**src/rtl/video_timing_ctrl_pkg.sv**
```systemverilog
// Shared constants and types for the video timing controller.
// Holds the 720p default timing, derived totals, FSM state type and the
// pipeline-stage control bundle. Imported by video_timing_ctrl and hv_counter.
package video_timing_pkg;

  localparam int CNT_W = 12;   // h/v counter width
  localparam int POS_W = 11;   // pixel coordinate width
  localparam int RGB_W = 24;   // RGB888

  // 1280x720p60 defaults
  localparam int DEF_H_SYNC  = 40;
  localparam int DEF_H_BACK  = 220;
  localparam int DEF_H_DISP  = 1280;
  localparam int DEF_H_FRONT = 110;
  localparam int DEF_V_SYNC  = 5;
  localparam int DEF_V_BACK  = 20;
  localparam int DEF_V_DISP  = 720;
  localparam int DEF_V_FRONT = 5;
  localparam bit DEF_SYNC_POL = 1'b1;

  localparam int DEF_H_TOTAL = DEF_H_SYNC + DEF_H_BACK + DEF_H_DISP + DEF_H_FRONT;
  localparam int DEF_V_TOTAL = DEF_V_SYNC + DEF_V_BACK + DEF_V_DISP + DEF_V_FRONT;

  // Cycles from the stage-0 decode to the transmitter-facing outputs.
  localparam int PIPE_DEPTH = 3;

  typedef enum logic [1:0] {
    IDLE = 2'd0,
    RUN  = 2'd1,
    STOP = 2'd2
  } state_t;

  // Control bits travelling down the pipeline alongside the counters' decode.
  typedef struct packed {
    logic hs;
    logic vs;
    logic de;
    logic fs;
  } ctrl_t;

  // Map a logical "sync active" flag onto the physical pin level.
  function automatic logic sync_level(input logic active, input logic pol);
    return active ? pol : ~pol;
  endfunction

endpackage

```
**src/rtl/video_timing_ctrl_hv_counter.sv**
```systemverilog
// Horizontal/vertical raster counters.
// Ports: clk, reset_n (sync, active low), clear (hold at 0), run (advance),
// h_cnt/v_cnt (current position), frame_last (at H_TOTAL-1, V_TOTAL-1).
module hv_counter
  import video_timing_pkg::*;
#(
  parameter int H_TOTAL = DEF_H_TOTAL,
  parameter int V_TOTAL = DEF_V_TOTAL
) (
  input  logic             clk,
  input  logic             reset_n,
  input  logic             clear,
  input  logic             run,
  output logic [CNT_W-1:0] h_cnt,
  output logic [CNT_W-1:0] v_cnt,
  output logic             frame_last
);

  localparam logic [CNT_W-1:0] H_LAST = CNT_W'(H_TOTAL - 1);
  localparam logic [CNT_W-1:0] V_LAST = CNT_W'(V_TOTAL - 1);

  logic h_wrap;

  assign h_wrap     = (h_cnt == H_LAST);
  assign frame_last = h_wrap && (v_cnt == V_LAST);

  always_ff @(posedge clk) begin
    if (!reset_n || clear) begin
      h_cnt <= '0;
      v_cnt <= '0;
    end else if (run) begin
      if (h_wrap) begin
        h_cnt <= '0;
        v_cnt <= (v_cnt == V_LAST) ? '0 : v_cnt + 1'b1;
      end else begin
        h_cnt <= h_cnt + 1'b1;
      end
    end
  end

endmodule

```
**src/rtl/video_timing_ctrl.sv**
```systemverilog
// Frame sequencer for the DVI transmitter: H/V timing, pixel request with
// one-cycle lookahead, and registered RGB aligned with de/hsync/vsync.
// Ports: pclk, reset_n (sync, active low), enable/busy handshake, frame_start,
// pixel_req/xpos/ypos/data to the pixel source, video_* to the transmitter.
module video_timing_ctrl
  import video_timing_pkg::*;
#(
  parameter int H_SYNC   = DEF_H_SYNC,
  parameter int H_BACK   = DEF_H_BACK,
  parameter int H_DISP   = DEF_H_DISP,
  parameter int H_FRONT  = DEF_H_FRONT,
  parameter int V_SYNC   = DEF_V_SYNC,
  parameter int V_BACK   = DEF_V_BACK,
  parameter int V_DISP   = DEF_V_DISP,
  parameter int V_FRONT  = DEF_V_FRONT,
  parameter bit SYNC_POL = DEF_SYNC_POL
) (
  input  logic             pclk,
  input  logic             reset_n,
  input  logic             enable,
  output logic             busy,
  output logic             frame_start,
  output logic             pixel_req,
  output logic [POS_W-1:0] pixel_xpos,
  output logic [POS_W-1:0] pixel_ypos,
  input  logic [RGB_W-1:0] pixel_data,
  output logic             video_de,
  output logic             video_hsync,
  output logic             video_vsync,
  output logic [RGB_W-1:0] video_rgb
);

  localparam int H_TOTAL = H_SYNC + H_BACK + H_DISP + H_FRONT;
  localparam int V_TOTAL = V_SYNC + V_BACK + V_DISP + V_FRONT;

  // Region boundaries; *_END values are exclusive.
  localparam logic [CNT_W-1:0] H_SYNC_END = CNT_W'(H_SYNC);
  localparam logic [CNT_W-1:0] H_ACT_BEG  = CNT_W'(H_SYNC + H_BACK);
  localparam logic [CNT_W-1:0] H_ACT_END  = CNT_W'(H_SYNC + H_BACK + H_DISP);
  localparam logic [CNT_W-1:0] V_SYNC_END = CNT_W'(V_SYNC);
  localparam logic [CNT_W-1:0] V_ACT_BEG  = CNT_W'(V_SYNC + V_BACK);
  localparam logic [CNT_W-1:0] V_ACT_END  = CNT_W'(V_SYNC + V_BACK + V_DISP);

  state_t           state;
  state_t           state_nxt;
  logic [CNT_W-1:0] h_cnt;
  logic [CNT_W-1:0] v_cnt;
  logic             frame_last;
  logic             cnt_run;
  logic             cnt_clear;
  logic             s0_act;
  ctrl_t            s0;
  ctrl_t            s1;
  ctrl_t            s2;
  logic [POS_W-1:0] s0_xpos;
  logic [POS_W-1:0] s0_ypos;

  hv_counter #(
    .H_TOTAL (H_TOTAL),
    .V_TOTAL (V_TOTAL)
  ) u_hv_counter (
    .clk        (pclk),
    .reset_n    (reset_n),
    .clear      (cnt_clear),
    .run        (cnt_run),
    .h_cnt      (h_cnt),
    .v_cnt      (v_cnt),
    .frame_last (frame_last)
  );

  // ---------------- FSM: state register ----------------
  always_ff @(posedge pclk) begin
    if (!reset_n) begin
      state <= IDLE;
    end else begin
      state <= state_nxt;
    end
  end

  // ---------------- FSM: next state ----------------
  // STOP only returns to IDLE on the last pixel of a frame, so a started
  // frame always completes; enable seen high in STOP resumes with no gap.
  always_comb begin
    state_nxt = state;
    case (state)
      IDLE:    if (enable) state_nxt = RUN;
      RUN:     if (!enable) state_nxt = STOP;
      STOP: begin
        if (enable)          state_nxt = RUN;
        else if (frame_last) state_nxt = IDLE;
      end
      default: state_nxt = IDLE;
    endcase
  end

  // ---------------- FSM: outputs ----------------
  // Counters are held at (0,0) in IDLE so the first RUN cycle is the frame origin.
  always_comb begin
    busy      = (state != IDLE);
    s0_act    = (state != IDLE);
    cnt_run   = (state != IDLE);
    cnt_clear = (state == IDLE);
  end

  // ---------------- Stage 0 decode ----------------
  always_comb begin
    s0      = '0;
    s0_xpos = '0;
    s0_ypos = '0;
    if (s0_act) begin
      s0.hs = (h_cnt < H_SYNC_END);
      s0.vs = (v_cnt < V_SYNC_END);
      s0.de = (h_cnt >= H_ACT_BEG) && (h_cnt < H_ACT_END) &&
              (v_cnt >= V_ACT_BEG) && (v_cnt < V_ACT_END);
      s0.fs = (h_cnt == '0) && (v_cnt == '0);
    end
    if (s0.de) begin
      s0_xpos = POS_W'(h_cnt - H_ACT_BEG);
      s0_ypos = POS_W'(v_cnt - V_ACT_BEG);
    end
  end

  // ---------------- Pipeline ----------------
  // Stage 1 issues the pixel request; the source answers during stage 2,
  // and stage 3 captures that answer together with the delayed controls.
  always_ff @(posedge pclk) begin
    if (!reset_n) begin
      pixel_req   <= 1'b0;
      pixel_xpos  <= '0;
      pixel_ypos  <= '0;
      s1          <= '0;
      s2          <= '0;
      frame_start <= 1'b0;
      video_de    <= 1'b0;
      video_hsync <= ~SYNC_POL;
      video_vsync <= ~SYNC_POL;
      video_rgb   <= '0;
    end else begin
      pixel_req   <= s0.de;
      pixel_xpos  <= s0_xpos;
      pixel_ypos  <= s0_ypos;
      s1          <= s0;
      s2          <= s1;
      frame_start <= s2.fs;
      video_de    <= s2.de;
      video_hsync <= sync_level(s2.hs, SYNC_POL);
      video_vsync <= sync_level(s2.vs, SYNC_POL);
      video_rgb   <= s2.de ? pixel_data : '0;
    end
  end

endmodule

```
**config.mk**
```make
export PLATFORM = sky130hd
export DESIGN_NAME = video_timing_ctrl
export DESIGN_NICKNAME = d
export VERILOG_FILES = /design/src/rtl/video_timing_ctrl_pkg.sv /design/src/rtl/video_timing_ctrl_hv_counter.sv /design/src/rtl/video_timing_ctrl.sv
export SDC_FILE = /design/constraint.sdc
export NUM_CORES = 1
export LEC_CHECK = 0
export BUFFER_PORTS_ARGS = -buffer_cell sky130_fd_sc_hd__buf_2
export CAP_MARGIN = 25
export CORE_AREA = 2 2 87 89
export CTS_BUF_LIST = sky130_fd_sc_hd__clkbuf_4
export CTS_CLUSTER_SIZE = 14
export DETAILED_ROUTE_END_ITERATION = 10
export DIE_AREA = 0 0 89 91
export MAX_ROUTING_LAYER = met4
export PLACE_DENSITY = 0.76
export SETUP_SLACK_MARGIN = 0.02
export SLEW_MARGIN = 20
export SYNTH_ARGS = -nofsm -noshare
export SYNTH_HDL_FRONTEND = slang
export SYNTH_HIERARCHICAL = 1
export SYNTH_SLANG_ARGS = --single-unit
```
**constraint.sdc**
```tcl
create_clock -name pclk -period 2.05 [get_ports pclk]
set_clock_uncertainty 0.15 [all_clocks]
set_input_delay 0.1025 -clock pclk [delete_from_list [all_inputs] [get_ports pclk]]
set_output_delay 0.1025 -clock pclk [all_outputs]
set_load 0.01 [all_outputs]
```
---- Word level (Yosys, flattened, before mapping) ----
Index checks and enable logic that the tools add are counted.
storage, ports and cells
  register bits ........................... 84
  bits of input ports ..................... 27
  output and inout bits ................... 52
  logic and storage cells ................. 61
operators by class
  $add $sub $neg .......................... 4
  magnitude comparators ................... 6
  equal/unequal tests ..................... 7
  mux-type cells .......................... 10
  reductions and logical operators ........ 16
operator list
  operator                 number
  $add A12 B1 Y12 const B  2
  $logic_not A12 Y1        2
  $mux W12                 2
  $eq A12 B10 Y1 const B   1
  $eq A12 B11 Y1 const B   1
  $ge A12 B5 Y1 const B    1
  $ge A12 B9 Y1 const B    1
  $lt A12 B10 Y1 const B   1
  $lt A12 B11 Y1 const B   1
  $lt A12 B3 Y1 const B    1
  $lt A12 B6 Y1 const B    1
  $sub A11 B5 Y11 const B  1
  $sub A11 B9 Y11 const B  1
  $mux W2                  5
  $reduce_and A2 Y1        4
  $pmux W2 S3              1
  $logic_and A1 B1 Y1      5
  $ne A2 B2 Y1 const B     2
  $ne A3 B3 Y1 const B     1
  $reduce_and A3 Y1        1
  $eq A2 B1 Y1 const B     1
  $eq A2 B2 Y1 const B     1
  $logic_not A2 Y1         1
  $mux W1                  2
  other kinds (3)          3

---- Longest topological paths before layout ----
  word-level depth ........................ 6
  depth in mapped cells ................... 8

---- Hierarchy ----
The synthesis kept the hierarchy.
modules (own cells, without submodules)
  module             times used  cells an instance  area an instance (sq um)  sequential area each (sq um)
  video_timing_ctrl  1           209                2165.8                    1201.2
  hv_counter         1           150                1315.0                    480.5

---- Worst setup path after synthesis ----
Ideal clock, no wire load.
  path type ............................... register -> register
  start ................................... register u_hv_counter.v_cnt[0]
  end ..................................... register u_hv_counter.v_cnt[2]
  data arrival time ....................... 1.665 ns
  slack ................................... 0.118 ns
  cell stages (with the launch flop) ...... 7
  clock period less this slack ............ 1.932 ns
  cell sequence ........................... dfxtp_1 ha_1 nor4bb_1 nand3_1 and2_1 buf_4 a32o_1
on the way
  word-level cells in the longest chain between the ends .. 2
ends and longest elaborated chain
  what                                               line                                RTL
  start: declaration                                 video_timing_ctrl_hv_counter.sv:15  output logic [CNT_W-1:0] v_cnt,
  start signal: assignment                           video_timing_ctrl_hv_counter.sv:34  v_cnt <= (v_cnt == V_LAST) ? '0 : v_cnt + 1'b1;
  $add A12 B1 Y12 or $eq A12 B10 Y1 (tied branches)  video_timing_ctrl_hv_counter.sv:34
  $mux W12 *                                         video_timing_ctrl_hv_counter.sv:34
Every way passes the cells marked *; elsewhere a longest branch is shown, timed or not.
A chain may end at the register's enable or synchronous reset.

---- Worst setup path after layout ----
  start ................................... register u_hv_counter.v_cnt[1]
  end ..................................... register state[1]
on the way
  word-level cells in the longest chain between the ends .. 4
ends and longest elaborated chain
  what                         line                                RTL
  $eq A12 B10 Y1               video_timing_ctrl_hv_counter.sv:25  assign frame_last = h_wrap && (v_cnt == V_LAST);
  $logic_and A1 B1 Y1          video_timing_ctrl_hv_counter.sv:25
  named net frame_last         video_timing_ctrl.sv:48             logic frame_last;
  $ne A3 B3 Y1 (no line)       -
  $reduce_and A3 Y1 (no line)  -
  end signal: assignment       video_timing_ctrl.sv:76             state <= state_nxt;
  end: declaration             video_timing_ctrl.sv:44             state_t state;
The timed path passes the listed nets, and every way through them passes these cells.

==> qor.csv <==
metric,value,unit
status,completed,
maximum VDD drop,341,uV
max-slew violation total from the final report,0,
Max clock buf depth,2,
Peak Freq,0.524,GHz
r2r setup slk,140,ps
Layout area overhead,30.0,%
mux share of post-synthesis cell area,0.288,%
Hold Path Class,reg2reg,
initial antenna violation count,0,
average cell area after synthesis,9.70,um2
Adder-Cell Fraction of Synth Area,3.24,%
vias,3065,
Die Area,0.00810,mm2
stages on the worst setup path,8,
Tot GR Track Use,21.8,%
CP max FO,8,
Die X,89,um
average wire per standard cell,14.5,um
top_reg_cell synth,dfxtp_1,
die height,91,um
share of cells above drive strength 1,28.2,%
FF/Latch Area,0.00169,mm2
H-tree levels,3,
initial drt markers,138,
largest net degree at the start of global routing,33,
core area,0.00714,mm2
nets,516,
Initial Util,48.8,%
CTS tree,yes,
multi-input logic area,0.00169,mm2
total wire length,8460,um
Post-synth EDFFs,0,
"FF+latch count, synth",84,
Startpoint Class,register,
largest family of logic cells by synthesized area,simple AND/OR/NAND/NOR gates,
final hold vios,0,
post-synthesis cell type count,56,
Vias per Instance,5.25,
Post-DP HPWL,5600,um
Num CTS Buffers,9,
# IOs,79,
post-route setup TNS,0,ps
Critical Path RT,2210,ps
synth top area cells,"dfxtp_1, and3_1, nor3_1",
GPL Wtd Cong,0.904,
sequential area share after synthesis,48.3,%
FF-to-FF path depth,8,
CTS sink cnt,84,
CP Capture Type,register,
CP max-delay cell,dfxtp_4,
Tmin final,1910,ps
RR Endpoint,state[1],
vias in the first global route,2983,
Yosys top cell by area,dfxtp_1,
Max-slew headroom,56.3,%
"count leader, synth",dfxtp_1,
Std-Cell Rows,31,
DRC viols,0,
placed cells,542,
Power Density,634,mW/mm2
Syn Nets,395,
arrival time at the worst endpoint,2070,ps
P_leak,1.97,nW
final cell count without fillers,584,
CP cell instances,inv_1 > ha_1 > nor4bb_2 > and3_4 > and4_2 > nor2_1 > mux2i_1 > nor3b_1,
GRT overflow,0,
"delay-heaviest family, CP",simple AND/OR/NAND/NOR gates,
Post-Synth XOR/XNOR Area,5.79,%
RSZ-0062 raised after global routing,true,
part of the cycle the worst path needs,93.1,%
Worst Setup EP,state[1],
worst-skew pair later-pin latency,420,ps
ant diodes,0,
post-synthesis compound-gate area fraction,9.27,%
actual slew at the worst max-slew pin,655,ps
first-pass GRT wire length,13600,um
"Buf+Inv Stages, Crit Path",1,
Commonest cells post-synth,"dfxtp_1, and3_1, nor3_1, nand2_1, nor2_1",
asr flop ratio synth,0,%
post-synthesis cell count,359,
Critical Path Start,u_hv_counter/v_cnt[1],
Yosys Warn Count,6,
Clock transition at path regs,140,ps
Post-Synth Simple-Gate Area,29.7,%
Root Driver,clkbuf_4,
setup repair bufs after CTS,0,
final setup violating endpoints,0,
"antenna viol nets, final",0,
Fillers,579,
type of the worst setup path,reg2reg,
router iterations before antenna repair,4,
R2R Path Start,u_hv_counter/v_cnt[1],
post-synthesis cell area,0.00348,mm2
Port Buffers,78,
max-cap viol count,0,
CP max stage delay,400,ps
post-synth top area share,48.3,%
==> through the flow <==
step	util, %	cell area [um2]	total power [mW]	hold WS, ps	worst slack (ps)
after detailed placement	57.1	4080	1.77	186	63.3
final	63.4	4520	2.87	298	142
after CTS	63.2	4510	2.89	278	30.1
after global placement	57.1	4080	1.77	191	145
after floorplan	-	3480	1.72	28.6	118
after global routing	63.4	4520	2.99	295	-12.8
==> sequential cells by signal (all words and copies together), names as in the netlist <==
signal              flops
u_hv_counter/h_cnt     12
pixel_xpos             11
video_hsync             1
video_rgb              24
frame_start             1
state                   2
u_hv_counter/v_cnt     12
video_de                1
pixel_ypos             11
s2                      4
video_vsync             1
s1                      4
==> how the worst min path moves through the flow <==
stage / cells past startpoint / from / endpoint / slack [ps]
after global placement: 2 / enable / state[1] / 190
after global routing: 3 / enable / state[1] / 290
after floorplan: 1 / enable / state[1] / 30
final: 1 / s1[0] / s2[0] / 300
after detailed placement: 2 / enable / state[1] / 190
after CTS: 3 / pixel_data[8] / video_rgb[8] / 280
==> cell type report <==
cell class | instances | area share [%]
inverter | 10 | 0.830
tap | 99 | 2.74
clock buffer | 10 | 1.66
multi-input combinational | 249 | 37.4
clock inverter | 6 | 2.10
sequential | 84 | 37.3
timing repair buffer | 126 | 18.0
==> layer usage <==
metal	up-vias	GRT usage, %	part of all wire, %
met5	-	-	0
met4	0	8.58	2.2
met3	20	5.45	7.3
met2	113	35.3	46
met1	1403	25.7	44
li1	1529	-	-
==> cells by family (layout without fill, tap and decap cells) <==
kind of cell	after synthesis	after routing
xor+xnor	23	23
buf+inv	26	152
compound gates	43	43
fa+ha+maj	9	9
mux	1	1
simple gates	173	173
flops	84	84
==> timing repair <==
action / 4_1_cts / 5_1_grt
hold buffers: 26 / 0
endpoints found under the setup margin: 0 / 29
resized for setup: 0 / 6
hold endpoints to repair: 27 / 0
==> power breakdown <==
| group | internal (mW) | leakage, nW | switching, mW | total, mW |
|---|---|---|---|---|
| logic | 0.0715 | 1.20 | 0.0572 | 0.129 |
| clock network | 0.521 | 0.0851 | 0.575 | 1.10 |
| registers | 1.64 | 0.679 | 0.00411 | 1.64 |
==> layout by cell type (no fill, tap or decap), drive strengths merged, types with 7 or more instances in the layout <==
cell	instances
a21oi	7
and2	10
and3	32
buf	100
clkbuf	10
dfxtp	84
dlygate4sd3	26
ha	9
inv	12
nand2	23
nand3	9
nand4	8
nor2	23
nor3	31
nor3b	8
o21ai	10
or3	7
xnor2	15
xor2	8
No activity file was read; power rests on OpenSTA's default activity.
